[src/rtl/mult_fu.sv]
// Pipelined integer multiply unit: one partial-product slice per stage, results held for the CDB.
// Mispredict squash clears stages whose ROB tag falls in the circular (branch, tail] window.
module mult_fu #(
  parameter int XLEN      = 32,
  parameter int STAGES    = 4,
  parameter int ROB_TAG_W = 5,
  parameter int RS_TAG_W  = 3
) (
  input  logic                 clock,
  input  logic                 reset_n,
  input  logic                 issue_valid,
  output logic                 issue_ready,
  input  logic [XLEN-1:0]      rs1_value,
  input  logic [XLEN-1:0]      rs2_value,
  input  logic [1:0]           mult_func,
  input  logic [ROB_TAG_W-1:0] rob_tag,
  input  logic [RS_TAG_W-1:0]  rs_id,
  output logic                 fu_done_valid,
  output logic [RS_TAG_W-1:0]  fu_done_id,
  input  logic                 mispredict,
  input  logic [ROB_TAG_W-1:0] branch_rob_tag,
  input  logic [ROB_TAG_W-1:0] rob_tail,
  output logic                 done_valid,
  output logic [XLEN-1:0]      done_value,
  output logic [ROB_TAG_W-1:0] done_rob_tag,
  input  logic                 cdb_grant
);

  localparam int DW = 2 * XLEN;
  localparam int C  = DW / STAGES;

  logic [STAGES-1:0]    valid_q, valid_d;
  logic [ROB_TAG_W-1:0] tag_q  [STAGES];
  logic [ROB_TAG_W-1:0] tag_d  [STAGES];
  logic [1:0]           func_q [STAGES];
  logic [1:0]           func_d [STAGES];
  logic [DW-1:0]        a_q    [STAGES];
  logic [DW-1:0]        a_d    [STAGES];
  logic [DW-1:0]        b_q    [STAGES];
  logic [DW-1:0]        b_d    [STAGES];
  logic [DW-1:0]        acc_q  [STAGES];
  logic [DW-1:0]        acc_d  [STAGES];

  logic [STAGES-1:0] free;
  logic              accept;
  logic [DW-1:0]     a_ext, b_ext;

  function automatic logic in_window(input logic [ROB_TAG_W-1:0] x,
                                     input logic [ROB_TAG_W-1:0] b,
                                     input logic [ROB_TAG_W-1:0] t);
    if (b <= t) return (x > b) && (x <= t);
    else        return (x > b) || (x <= t);
  endfunction

  assign a_ext = (mult_func == 2'd3) ? {{XLEN{1'b0}}, rs1_value}
                                     : {{XLEN{rs1_value[XLEN-1]}}, rs1_value};
  assign b_ext = mult_func[1] ? {{XLEN{1'b0}}, rs2_value}
                              : {{XLEN{rs2_value[XLEN-1]}}, rs2_value};

  // A stage frees when it is empty or everything downstream of it drains this edge.
  always_comb begin
    logic f;
    free = '0;
    f = !valid_q[STAGES-1] || cdb_grant;
    free[STAGES-1] = f;
    for (int k = STAGES - 2; k >= 0; k--) begin
      f = !valid_q[k] || f;
      free[k] = f;
    end
  end

  assign issue_ready   = free[0];
  assign accept        = issue_valid && issue_ready;
  assign fu_done_valid = accept;
  assign fu_done_id    = accept ? rs_id : '0;

  always_comb begin
    valid_d = valid_q;
    tag_d   = tag_q;
    func_d  = func_q;
    a_d     = a_q;
    b_d     = b_q;
    acc_d   = acc_q;
    for (int k = STAGES - 1; k >= 1; k--) begin
      if (free[k]) begin
        valid_d[k] = valid_q[k-1];
        tag_d[k]   = tag_q[k-1];
        func_d[k]  = func_q[k-1];
        a_d[k]     = a_q[k-1];
        b_d[k]     = b_q[k-1];
        acc_d[k]   = acc_q[k-1] + ((a_q[k-1] * DW'(b_q[k-1][k*C +: C])) << (k * C));
      end
    end
    if (free[0]) begin
      valid_d[0] = accept;
      tag_d[0]   = rob_tag;
      func_d[0]  = mult_func;
      a_d[0]     = a_ext;
      b_d[0]     = b_ext;
      acc_d[0]   = a_ext * DW'(b_ext[C-1:0]);
    end
    // Squash wins over advance; a squashed issue still lands in stage 0, just invalid.
    for (int k = 0; k < STAGES; k++) begin
      if (mispredict && in_window(tag_d[k], branch_rob_tag, rob_tail)) valid_d[k] = 1'b0;
    end
  end

  always_ff @(posedge clock or negedge reset_n) begin
    if (!reset_n) begin
      valid_q <= '0;
      for (int k = 0; k < STAGES; k++) begin
        tag_q[k]  <= '0;
        func_q[k] <= '0;
        a_q[k]    <= '0;
        b_q[k]    <= '0;
        acc_q[k]  <= '0;
      end
    end else begin
      valid_q <= valid_d;
      tag_q   <= tag_d;
      func_q  <= func_d;
      a_q     <= a_d;
      b_q     <= b_d;
      acc_q   <= acc_d;
    end
  end

  assign done_valid   = valid_q[STAGES-1] &&
                        !(mispredict && in_window(tag_q[STAGES-1], branch_rob_tag, rob_tail));
  assign done_rob_tag = tag_q[STAGES-1];
  assign done_value   = (func_q[STAGES-1] == 2'd0) ? acc_q[STAGES-1][XLEN-1:0]
                                                   : acc_q[STAGES-1][DW-1:XLEN];

endmodule

[config.mk]
export PLATFORM = sky130hd
export DESIGN_NAME = mult_fu
export DESIGN_NICKNAME = d
export VERILOG_FILES = /design/src/rtl/mult_fu.sv
export SDC_FILE = /design/constraint.sdc
export NUM_CORES = 2
export LEC_CHECK = 0
export CORE_ASPECT_RATIO = 1.4
export CORE_UTILIZATION = 48
export DETAILED_ROUTE_END_ITERATION = 8
export PLACE_DENSITY = 0.66
export SYNTH_ARGS = -nofsm -noshare
export SYNTH_HDL_FRONTEND = slang
export SYNTH_SLANG_ARGS = --single-unit
export TNS_END_PERCENT = 1
[constraint.sdc]
create_clock -name clock -period 22.7 [get_ports clock]
set_input_delay 3.405 -clock clock [delete_from_list [all_inputs] [get_ports clock]]
set_output_delay 3.405 -clock clock [all_outputs]
set_load 0.02 [all_outputs]
==> reports/metrics.yaml <==
critical_path:
  critPathLaunchType: "primary input"
  worstPathMaxFanout: 18
  reg2reg_from: "b_q[209]"
  end_kind: "flop"
  critPathArrivalTime_ns: 11.05
  worst-r2r-cell-count: 32
  regToRegEndpoint: "acc_q[191]"
  crit_required_ns: 23.17
  critPathSlowestCell: "clkdlybuf4s50_1"
  reg2reg_slack_ns: 12.83
  slowest_delay_ns: 0.94
  crit_type: "in2reg"
timing:
  clock.fmax_mhz: 94.6
  fin_ws_ns: 12.12
  finalSetupViolCount: 0
  slew_violations: 0
  timing.hold.ws_ns: 0.456
  post-route-period-util_pct: 46.6
  fin_skew_ns: 0.0179
  hold_viol: 0
  maxSlewHeadroom_pct: 31.7
  tightest_slew_ns: 1.02
  fin_crit_ns: 10.58
  rsz0062_at_grt: "false"
  setup-tns-final_ns: 0
routing:
  route.detailed.drc: 0
  via_per_inst: 5.35
  wirelength_um: 174000
  avgRoutedWirePerCell_um: 19.2
  ant_nets: 0
  vias: 48365
  dr.pass1.iters: 6
  drt_iter0_drc: 3017
synthesis:
  yosys_warnings: 0
  netlist_instances: 7311
  ys_ff_latch: 388
  ys.flop_type: "dfrtp_1"
  synth_top_area_cell: "fa_1"
  async_reset_ff_share_pct: 100
  synth-seq-area-share_pct: 14.8
  synthDistinctLibCells: 86
  postSynthAreaPerCell_um2: 8.98
  yosysMostFrequentCell: "nand2_1"
  syn_nets: 9099
  netlist_top_cells_area: "fa_1 (39%), dfrtp_1 (15%), nand2_1 (8.9%), ha_1 (8.0%), inv_1 (7.8%)"
  synth_common_cells: "nand2_1 (1,560), inv_1 (1,357), fa_1 (1,281), ha_1 (418), and2_1 (406)"
  synth_edf_count: 0
  synth_top_area_share_pct: 39.1
  netlist_area_um2: 65600
placement:
  gp_congestion: 0.922
  dp_hpwl_um: 139000
  portBuffers: 131
  preCtsSetupSlack_ns: 11.51
  post_dp_cell_area_um2: 68500
global_route:
  grt_pass1_vias: 52600
  overflow: 0
  grt_max_degree: 128
  antenna_found_initial: 3
  grt_usage_pct: 26.1
  grt_pass1_wl_um: 283000
clocking:
  htreeDepth: 2
  post_cts_buffers: 0
  cts_hold_buf: 0
  ctsResizeCount: 0
  clockBufferDepth: 3
  cts_root_buf: "clkbuf_16"
  cts_sinks: 388
  clk_latency_ns: 0.61
  cts_made_buffers: 43
  clkTransAtPathRegs_ns: 0.06
  tritoncts: "yes"
layout:
  fin_nets: 9017
  stdcell_area_um2: 70000
  drive_gt1_share_pct: 3.13
  synthToLayoutAreaGrowth_pct: 6.67
  seq_area_um2: 9720
  nFillCells: 12690
  multi_input_area_um2: 49600
min_path:
  min_to: "a_q[72]"
  min_path_type: "reg2reg"
  min_path_cells: 2
  min_from: "a_q[72]"
floorplan:
  fp.dieW_um: 314
  die_h_um: 439
  die_area_um2: 138000
  core_um2: 136000
  start_util_pct: 48.3
  rows: 160
  ios: 132
status:
  status: "completed"
job:
  drv_cap: 0
==> routing by layer <==
metal	GRT usage (%)	part of all wire, %	wire length, um	up-vias
li1	-	-	-	21976
met1	32.3	39	68400	24607
met2	46.7	51	89300	1361
met5	0	0.016	27	-
met4	10.4	4.5	7800	4
met3	2.61	4.8	8380	417
==> sequential cells by signal, indices dropped and copies added (netlist names) <==
| name | cells |
|---|---|
| acc_q | 256 |
| a_q | 81 |
| b_q | 19 |
| tag_q | 15 |
| func_q | 8 |
| done_rob_tag | 5 |
| valid_q | 4 |
==> how the worst max path moves through the flow <==
stage	from	end	slack, ns
after floorplan	rs1_value[31]	acc_q[242]	12.98
after global placement	rs1_value[31]	acc_q[242]	11.68
after detailed placement	rs1_value[31]	acc_q[242]	11.51
after CTS	rs1_value[31]	acc_q[242]	12.15
after global routing	rs1_value[31]	acc_q[242]	11.71
final	rs1_value[31]	acc_q[242]	12.12
==> cells in the final DEF (no fill, tap or decap), types with 43 or more instances in the layout <==
master           Yosys  layout
a21oi_1            270     270
o21ai_0            151     151
o21a_1              45      45
nand3_1             43      43
nor2_1             198     197
a21o_1             149     149
clkdlybuf4s50_1      0     129
buf_4                5      70
inv_1             1357    1357
dfrtp_1            388     378
nand2_1           1560    1558
and2_1             406     404
clkbuf_16            0      43
xor2_1              79      79
ha_1               418     418
xnor2_1            175     175
fa_1              1281    1281
==> worst max-delay path: cells and delay by family <==
family	cells	cell delay, ns
AOI/OAI and AO/OA	10	1.99
adders and majority gates	7	3.44
and+or+nand+nor	3	0.55
buffers and inverters	5	1.64
==> through the flow <==
stage / utilization, % / instances
5_1_grt: 51.6 / 9045
3_3_place_gp: 50.5 / 8966
4_1_cts: 51.6 / 9045
6_report: 51.6 / 9047
3_5_place_dp: 50.5 / 8966
2_1_floorplan: - / 7311
==> cell families after synthesis <==
group           Yosys count  synth area share [%]
mux                      36                 0.612
flops                   388                  14.8
xor+xnor                254                  3.39
fa+ha+maj              1704                  47.1
simple gates           2412                  16.3
compound gates          830                  8.09
buf+inv                1687                  9.68
==> area by class of cell <==
cell class | instances | area share (%)
multi-input cells | 5236 | 70.9
flip-flops and latches | 388 | 13.9
inverters | 1358 | 7.29
well taps | 1782 | 3.19
repair buffers | 202 | 2.65
clock buffers | 58 | 1.69
clock inverters | 21 | 0.438
diodes | 2 | 0.00715
Power is not shown: default switching activity piles up to over one toggle a cycle in this logic, so the estimate is an artifact.
